$ cat src/rtl/seg7_pkg.sv
`default_nettype none
// ---------------------------------------------------------------------------
// seg7_pkg : shared types and constants for the 7-segment scan controller
// Rev 1.0
// ---------------------------------------------------------------------------
package seg7_pkg;

    typedef enum logic [1:0] {
        ST_IDLE,
        ST_BLANK,
        ST_SHOW
    } seg7_scan_state_t;

    localparam logic [3:0] SEG7_BLANK_CODE = 4'hF;

    function automatic logic bcd_is_zero(input logic [3:0] d);
        return (d == 4'h0);
    endfunction

endpackage
`default_nettype wire

$ cat src/rtl/seg7_scan_ctrl.sv
`default_nettype none
// ---------------------------------------------------------------------------
// seg7_scan_ctrl : N-digit multiplexed 7-segment scan controller with
// frame-synchronous shadow update. Option: LEADING_ZERO_BLANK_EN.
// Rev 1.0
// ---------------------------------------------------------------------------
module seg7_scan_ctrl
    import seg7_pkg::*;
#(
    parameter int unsigned NUM_DIGITS   = 4,
    parameter int unsigned REFRESH_DIV  = 50000,
    parameter int unsigned BLANK_CYCLES = 2
) (
    input  logic                    CLK,
    input  logic                    RST_N,
    input  logic                    EN,
    input  logic [4*NUM_DIGITS-1:0] VALUE,
    input  logic                    LOAD,
    output logic [3:0]              DIGIT_D,
    output logic [NUM_DIGITS-1:0]   DIGIT_SEL,
    output logic                    FRAME_TICK
);

    localparam int unsigned IDX_W = (NUM_DIGITS > 1) ? $clog2(NUM_DIGITS) : 1;
    localparam int unsigned DIV_W = $clog2(REFRESH_DIV);
    localparam logic [IDX_W-1:0] IDX_LAST   = IDX_W'(NUM_DIGITS - 1);
    localparam logic [DIV_W-1:0] DIV_LAST   = DIV_W'(REFRESH_DIV - 1);
    localparam logic [DIV_W-1:0] BLANK_LAST = DIV_W'(BLANK_CYCLES - 1);

    logic [1:0]              rst_sync_q;
    logic                    rst_n_int;
    seg7_scan_state_t        state_q, state_d;
    logic [DIV_W-1:0]        div_q, div_d;
    logic [IDX_W-1:0]        idx_q, idx_d;
    logic [4*NUM_DIGITS-1:0] pending_q, pending_d;
    logic [4*NUM_DIGITS-1:0] shadow_q, shadow_d;
    logic                    pend_vld_q, pend_vld_d;
    logic                    slot_end, frame_wrap, enter_scan;
    logic [3:0]              cur_digit;

    // Asynchronous assertion, release aligned to CLK.
    always_ff @(posedge CLK or negedge RST_N) begin
        if (!RST_N) rst_sync_q <= 2'b00;
        else        rst_sync_q <= {rst_sync_q[0], 1'b1};
    end
    assign rst_n_int = rst_sync_q[1];

    assign slot_end   = (state_q == ST_SHOW) && (div_q == DIV_LAST);
    assign frame_wrap = EN && slot_end && (idx_q == IDX_LAST);
    assign enter_scan = EN && (state_q == ST_IDLE);

    always_ff @(posedge CLK or negedge rst_n_int) begin
        if (!rst_n_int) begin
            state_q    <= ST_IDLE;
            div_q      <= '0;
            idx_q      <= '0;
            pending_q  <= '0;
            shadow_q   <= '0;
            pend_vld_q <= 1'b0;
        end else begin
            state_q    <= state_d;
            div_q      <= div_d;
            idx_q      <= idx_d;
            pending_q  <= pending_d;
            shadow_q   <= shadow_d;
            pend_vld_q <= pend_vld_d;
        end
    end

    always_comb begin
        state_d = state_q;
        if (!EN) begin
            state_d = ST_IDLE;
        end else begin
            case (state_q)
                ST_IDLE:  state_d = ST_BLANK;
                ST_BLANK: if (div_q == BLANK_LAST) state_d = ST_SHOW;
                ST_SHOW:  if (slot_end) state_d = ST_BLANK;
                default:  state_d = ST_IDLE;
            endcase
        end
    end

    always_comb begin
        div_d      = div_q + DIV_W'(1);
        idx_d      = idx_q;
        pending_d  = pending_q;
        shadow_d   = shadow_q;
        pend_vld_d = pend_vld_q;
        if (!EN || (state_q == ST_IDLE)) begin
            div_d = '0;
            idx_d = '0;
        end else if (slot_end) begin
            div_d = '0;
            idx_d = (idx_q == IDX_LAST) ? '0 : idx_q + IDX_W'(1);
        end
        // Shadow only moves on a frame boundary so a frame is never torn.
        if ((frame_wrap || enter_scan) && pend_vld_q) begin
            shadow_d   = pending_q;
            pend_vld_d = 1'b0;
        end
        if (LOAD) begin
            pending_d  = VALUE;
            pend_vld_d = 1'b1;
        end
    end

`ifdef LEADING_ZERO_BLANK_EN
    logic [NUM_DIGITS:1] lead_zero;

    always_comb begin
        lead_zero[NUM_DIGITS] = 1'b1;
        for (int i = NUM_DIGITS - 1; i >= 1; i--) begin
            lead_zero[i] = lead_zero[i+1] && bcd_is_zero(shadow_q[4*i +: 4]);
        end
    end
`endif

    always_comb begin
        cur_digit = SEG7_BLANK_CODE;
        for (int i = 0; i < NUM_DIGITS; i++) begin
            if (idx_q == IDX_W'(i)) cur_digit = shadow_q[4*i +: 4];
        end
`ifdef LEADING_ZERO_BLANK_EN
        for (int i = 1; i < NUM_DIGITS; i++) begin
            if ((idx_q == IDX_W'(i)) && lead_zero[i]) cur_digit = SEG7_BLANK_CODE;
        end
`endif
    end

    always_comb begin
        DIGIT_D    = (state_q == ST_IDLE) ? SEG7_BLANK_CODE : cur_digit;
        DIGIT_SEL  = '1;
        FRAME_TICK = frame_wrap;
        if (state_q == ST_SHOW) begin
            for (int i = 0; i < NUM_DIGITS; i++) begin
                if (idx_q == IDX_W'(i)) DIGIT_SEL[i] = 1'b0;
            end
        end
    end

endmodule
`default_nettype wire
$ cat config.mk
export PLATFORM = sky130hd
export DESIGN_NAME = seg7_scan_ctrl
export DESIGN_NICKNAME = d
export VERILOG_FILES = /design/src/rtl/seg7_pkg.sv /design/src/rtl/seg7_scan_ctrl.sv
export SDC_FILE = /design/constraint.sdc
export NUM_CORES = 1
export LEC_CHECK = 0
export CORE_UTILIZATION = 35
export DETAILED_ROUTE_END_ITERATION = 12
export HOLD_SLACK_MARGIN = 0.05
export SLEW_MARGIN = 20
export SYNTH_ARGS = -nofsm -noshare
export SYNTH_HDL_FRONTEND = slang
export SYNTH_SLANG_ARGS = --single-unit
$ cat constraint.sdc
create_clock -name CLK -period 4.95 [get_ports CLK]
set_clock_uncertainty 0.1 [all_clocks]
set_input_delay 0.99 -clock CLK [delete_from_list [all_inputs] [get_ports CLK]]
set_output_delay 0.99 -clock CLK [all_outputs]
set_load 0.05 [all_outputs]
==> key figures, run 1 <==
Cells and area
  – Post-Layout Cell Count: 426
  – Share of layout cells above drive strength 1: between 10% and 20%
  – Diode count: 0
  – Area grow syn2layout: 16.3%
  – # nets final: about 350
  – Post-Route Utilization: between 40% and 50%

CTS
  – Hold buffer count at cts: 0
  – Root Driver: clkbuf_8
  – Longest Clk Path Bufs: 2
  – Clk slew on worst S/H paths: around 0.09 ns
  – CTS tree: done
  – TritonCTS Buffers: 5
  – H-tree depth reported by CTS: 2
  – CTS Sinks: 55
  – Worst-Skew Late Latency: approximately 0.3 ns
  – # resized after CTS: 0
  – Setup bufs post-CTS: 0

Floorplanning
  – Row Count: 33
  – Die height: slightly above 90 um
  – Io pins: 29
  – Starting Density: a little over a third
  – Die footprint: 8750 sq um
  – Chip Width: a little over 90 um
  – Core Area: around 8200 sq um

Global route
  – First-pass GRT wire length: 11.4 mm
  – Antenna violations before repair: 0
  – Number of global-route vias before repair: 2347
  – Total gr overflow: 0
  – Total GRT Usage: 16.5%
  – Largest net degree at the start of global routing: 54

Setup path
  – Critical Path Source Type: input pin
  – CP Data Arrival Time: about 2.7 ns
  – Worst setup EP type: output pin
  – Critical path class: in2out
  – Crit. Startpoint: EN
  – Worst Path Max Fanout: 7
  – Required time worst endpoint: 3.86 ns
  – Reg2Reg Launch Point: div_q[5]

Placed design
  – Number of port buffers: 28
  – Setup WS pre-CTS: 1.15 ns
  – RD Place Congestion: just under 0.8
  – DP HPWL: around 4.3 mm
  – Post-Place Cells: ~420

STA
  – Final setup fails: 0
  – RSZ-0062 raised after global routing: no
  – Worst slew pin tran: 0.785 ns
  – Setup WS post-layout: about 1.1 ns
  – Fmax: 262 MHz
  – Max_slew headroom: between 40 and 50%
  – Fin. Hold Viols: 0
  – Final setup TNS: 0 ns
  – Final period util: between 70% and 80%
  – Tmin final: 3.82 ns
  – Slew Limit Fails: 0

Synthesis
  – Sequential fraction of the synthesis area: a little under half
  – Mapped Cells: between 200 and 300
  – Distinct cell type count after synthesis: 42
  – Post-Syn Area per Cell: ~9.8 sq um
  – Post-synthesis cell area: between 2000 and 3000 sq um
  – Mapped Nets: roughly 320
  – Syn. warnings: 0
  – Yosys reg bits: 55

Power and ir drop
  – Leakage: around 1.2 nW
  – PwrDens: approximately 280 nW/um^2
  – VDD IR max: 0.141 mV
  – Power Total: about 960 uW

Min path
  – Hold_sp: rst_sync_q[0]
  – HP Class: reg2reg

Drt
  – DRC viols: 0
  – Vias per cell: 5.54
  – Initial DRC Count: between 150 and 200
  – Pre-antenna DRT Iters: 6
  – Routed wire length: around 6.5 mm
  – WL per Instance: 15.2 um
  – Total number of vias: ~2400
  – Routed Antenna Nets: 0

Status
  – Status: completed

Job
  – MaxCap Viol Count: 0
==> where the power goes <==
part / switching [mW] / internal, mW
combinational: 0.0874 / 0.0831
clock: 0.140 / 0.128
sequential: 0.0298 / 0.487
==> layout by cell type (no fill, tap or decap), types with 7 or more instances in the layout <==
master           instances
nand3_1                 20
a222oi_1                16
clkdlybuf4s50_1         28
dfrtp_1                 54
and2_1                  18
xnor2_1                 10
mux2_2                  16
nor2_1                  26
inv_1                    9
o211ai_1                17
clkbuf_8                 7
nand2_1                 31
==> sequential cells by signal, indices dropped and copies added (netlist names) <==
name and count:
rst_sync_q 2, div_q 16, pend_vld_q 1, shadow_q 16
pending_q 16, state_q 2, idx_q 2
==> path summary, 6_finish.rpt <==
check	cells past startpoint	slack, ns	end
min reg2reg	0	0.27	rst_sync_q[1]
min	0	0.27	rst_sync_q[1]
min in group asynchronous	1	0.30	state_q[0]
max in group asynchronous	1	3.88	rst_sync_q[1]
max	4	1.13	FRAME_TICK
max reg2reg	5	2.72	div_q[2]
==> critical path, stage by stage <==
cell             delay [ns]
clkdlybuf4s50_1        0.59
inv_1                  0.11
nor3_1                 0.20
clkdlybuf4s50_1        0.84
==> metal layers <==
metal / up-vias / track usage (%) / wire length [um]
li1: 1135 / - / -
met1: 1171 / 21.7 / 2860
met2: 47 / 27.8 / 3320
met3: 6 / 2.68 / 242
met4: 0 / 5.13 / 66
met5: - / 0 / 0
==> cells in the mapped netlist <==
master,number,area (sq um)
dfrtp_1,55,1380
nand2_1,31,116
nor2_1,26,97.6
nand3_1,20,100
and2_1,18,113
o211ai_1,17,128
a222oi_1,16,160
mux2_2,16,180
clkbuf_1,12,45.0
xnor2_1,10,87.6
inv_1,9,33.8
ha_1,6,75.1
nor4_1,6,37.5
o21ai_0,6,30.0
nor3_1,5,25.0
nand4_1,4,25.0
a21oi_1,3,15.0
a2bb2oi_1,3,26.3
nand2b_1,3,18.8
o22ai_1,3,18.8
and4_1,2,17.5
buf_1,2,7.51
buf_2,2,10.0
nand3_4,2,35.0
nor2b_1,2,12.5
or4_1,2,15.0
xor2_1,2,17.5
a211oi_1,1,7.51
a21boi_0,1,7.51
a32o_1,1,10.0
clkbuf_2,1,5.00
conb_1,1,3.75
inv_2,1,3.75
mux2i_1,1,10.0
nor3b_1,1,7.51
nor4bb_1,1,10.0
o21ai_1,1,5.00
o2bb2ai_1,1,8.76
o31ai_1,1,7.51
or2_2,1,6.26
or3_1,1,6.26
or4_4,1,11.3
==> layout make-up <==
cell class | instances | area [sq um]
Fill cell | 793 | 4760
Multi-Input combinational cell | 216 | 1460
Sequential cell | 55 | 1380
Timing Repair Buffer | 32 | 310
Tap cell | 105 | 131
Clock buffer | 8 | 100
Inverter | 10 | 37.5
==> cell families (layout without fill, tap and decap cells) <==
group                    Yosys count  in the layout  synth area share (%)
flip-flops                        55             55                  46.9
multiplexers                      17             17                  6.48
AO/OA/AOI/OAI                     54             54                  14.5
adder cells (fa/ha/maj)            6              6                  2.56
XOR/XNOR                          12             12                  3.58
other                              1              1                 0.128
buffers and inverters             27             50                  3.58
AND/OR/NAND/NOR                  126            126                  22.3
==> metrics by stage <==
step           hold slack, ns  instance area (sq um)
2_1_floorplan           0.231                   2930
3_3_place_gp            0.239                   3310
3_5_place_dp            0.248                   3310
4_1_cts                 0.271                   3410
5_1_grt                 0.286                   3410
6_report                0.269                   3410
Note: power is estimated with default switching activity, not from simulation.
==> run 2: changes to the inputs <==
==> constraint.sdc (replaced) <==
create_clock -name CLK -period 3.8 [get_ports CLK]
set_clock_uncertainty 0.1 [all_clocks]
set_input_delay 0.76 -clock CLK [delete_from_list [all_inputs] [get_ports CLK]]
set_output_delay 0.76 -clock CLK [all_outputs]
set_load 0.05 [all_outputs]
==> key figures, run 2 (same netlist as run 1, synthesis figures left out) <==
Global route
  – Number of global-route vias before repair: 2350 (was 2347)
  – Antenna violations before repair: 0 (unchanged)
  – Total gr overflow: 0 (unchanged)
  – Total GRT Usage: 17.2% (was 16.5%)
  – Largest net degree at the start of global routing: 40 (was 54)
  – First-pass GRT wire length: 11.6 mm (was 11.4 mm)

Floorplanning
  – Io pins: 29 (unchanged)
  – Core Area: 8180 sq um (unchanged)
  – Chip Width: 93.6 um (unchanged)
  – Die footprint: 8750 sq um (unchanged)
  – Starting Density: 35.9% (unchanged)
  – Die height: 93.6 um (unchanged)
  – Row Count: 33 (unchanged)

Drt
  – Routed wire length: 6.74 mm (was 6.49 mm)
  – Pre-antenna DRT Iters: 5 (was 6)
  – Initial DRC Count: 199 (was 190)
  – WL per Instance: 15.8 um (was 15.2 um)
  – Total number of vias: 2419 (was 2359)
  – DRC viols: 0 (unchanged)
  – Vias per cell: 5.67 (was 5.54)
  – Routed Antenna Nets: 0 (unchanged)

Placed design
  – Number of port buffers: 28 (unchanged)
  – RD Place Congestion: 0.760 (was 0.785)
  – DP HPWL: 4.51 mm (was 4.26 mm)
  – Post-Place Cells: 419 (was 418)

STA
  – Fmax: a little under 300 MHz
  – Tmin final: 3.37 ns
  – Final period util: around nine tenths
  – Hold WS: 0.164 ns (was 0.269 ns)
  – Final setup TNS: 0 ns (unchanged)
  – RSZ-0062 raised after global routing: no (unchanged)
  – Final setup fails: 0 (unchanged)
  – Slew Limit Fails: 0 (unchanged)
  – Worst slew pin tran: 0.821 ns (was 0.785 ns)
  – Fin. Hold Viols: 0 (unchanged)
  – Max_slew headroom: 45.1% (was 47.5%)

Cells and area
  – Post-Layout Cell Count: 427 (was 426)
  – Share of layout cells above drive strength 1: 11.2% (was 10.6%)
  – Commonest non-fill, non-tap cell in the layout: dfrtp_1 (unchanged)
  – Diode count: 0 (unchanged)
  – # fillers: 804 (was 793)
  – Area grow syn2layout: 16.9% (was 16.3%)
  – Biggest regs: div_q (16), pending_q (16), shadow_q (16) (unchanged)
  – Most frequent cells in the layout: dfrtp_1 (54), nand2_1 (31), clkdlybuf4s50_1 (27) (was dfrtp_1 (54), nand2_1 (31), clkdlybuf4s50_1 (28))
  – # nets final: 347 (was 346)

Power and ir drop
  – Leakage: 1.24 nW (was 1.23 nW)
  – PwrDens: 367 nW/um^2 (was 280 nW/um^2)
  – Power Total: 1.26 mW (was 956 uW)
  – VDD IR max: 0.205 mV (was 0.141 mV)

Job
  – MaxCap Viol Count: 0 (unchanged)

CTS
  – Longest Clk Path Bufs: 2 (unchanged)
  – Clk slew on worst S/H paths: 0.10 ns (was 0.09 ns)
  – # resized after CTS: 0 (unchanged)
  – CTS tree: done (unchanged)
  – TritonCTS Buffers: 5 (unchanged)
  – H-tree depth reported by CTS: 2 (unchanged)
  – Hold buffer count at cts: 0 (unchanged)
  – CTS Sinks: 55 (unchanged)
  – Worst-Skew Late Latency: 0.31 ns (was 0.30 ns)
  – Setup bufs post-CTS: 0 (unchanged)
  – Root Driver: clkbuf_8 (unchanged)

Setup path
  – Required time worst endpoint: 2.94 ns (was 3.86 ns)
  – Worst setup EP type: output pin (unchanged)
  – Critical path class: reg2out (was in2out)
  – Worst Path Max Fanout: 5 (was 7)
  – Critical Path Source Type: flip-flop (was input pin)
  – CP Data Arrival Time: 2.51 ns (was 2.73 ns)

Min path
  – HP Class: reg2async (was reg2reg)

Status
  – Status: completed (unchanged)
==> run 2: final timing paths <==
check | end | slack [ns] | depth (start not counted) | from
setup reg to reg | div_q[10] | 1.58 | 6 | div_q[0]
max in group asynchronous | idx_q[1] | 2.65 | 1 | rst_sync_q[1]
hold reg to reg | pending_q[2] | 0.16 | 0 | rst_sync_q[1]
hold / removal | pending_q[2] | 0.16 | 0 | rst_sync_q[1]
setup / recovery | DIGIT_D[0] | 0.43 | 7 | idx_q[1]
min in group CLK | rst_sync_q[1] | 0.27 | 0 | rst_sync_q[0]
==> run 2: through the flow <==
step	util, %	cell area (sq um)	setup WS [ns]
2_1_floorplan	-	2930	0.258
3_3_place_gp	40.7	3330	0.853
3_5_place_dp	40.7	3330	0.781
4_1_cts	41.9	3430	0.416
5_1_grt	42.0	3430	0.247
6_report	42.0	3430	0.434
==> run 2: critical path: stages (launching register included) <==
cell and delay (ns):
dfrtp_1 0.42, inv_1 0.09, ha_1 0.23, nand2b_1 0.18, o22ai_1 0.09, o21ai_0 0.19, a2bb2oi_1 0.19, clkdlybuf4s50_1 0.82
==> run 2: per-layer routing <==
| layer | vias up | GRT usage, % | part of all wire [%] |
|---|---|---|---|
| met3 | 9 | 2.93 | 4.4 |
| li1 | 1133 | - | - |
| met2 | 66 | 28.6 | 48 |
| met5 | - | 0 | 0 |
| met1 | 1211 | 22.3 | 46 |
| met4 | 0 | 6.67 | 1.8 |
==> run 2: layout make-up <==
type / instances / area [sq um] / area share [%]
Multi-Input combinational cell: 216 / 1460 / 42.5
Sequential cell: 55 / 1380 / 40.2
Tap cell: 105 / 131 / 3.83
Timing Repair Buffer: 33 / 328 / 9.56
Inverter: 10 / 37.5 / 1.09
Clock buffer: 8 / 100 / 2.92
==> run 2: power breakdown <==
part | internal (mW) | total (mW) | leakage, nW | switching, mW
Clock | 0.167 | 0.359 | 0.0515 | 0.192
Sequential | 0.634 | 0.682 | 0.653 | 0.0480
Combinational | 0.108 | 0.216 | 0.533 | 0.108
Total | 0.909 | 1.26 | 1.24 | 0.348
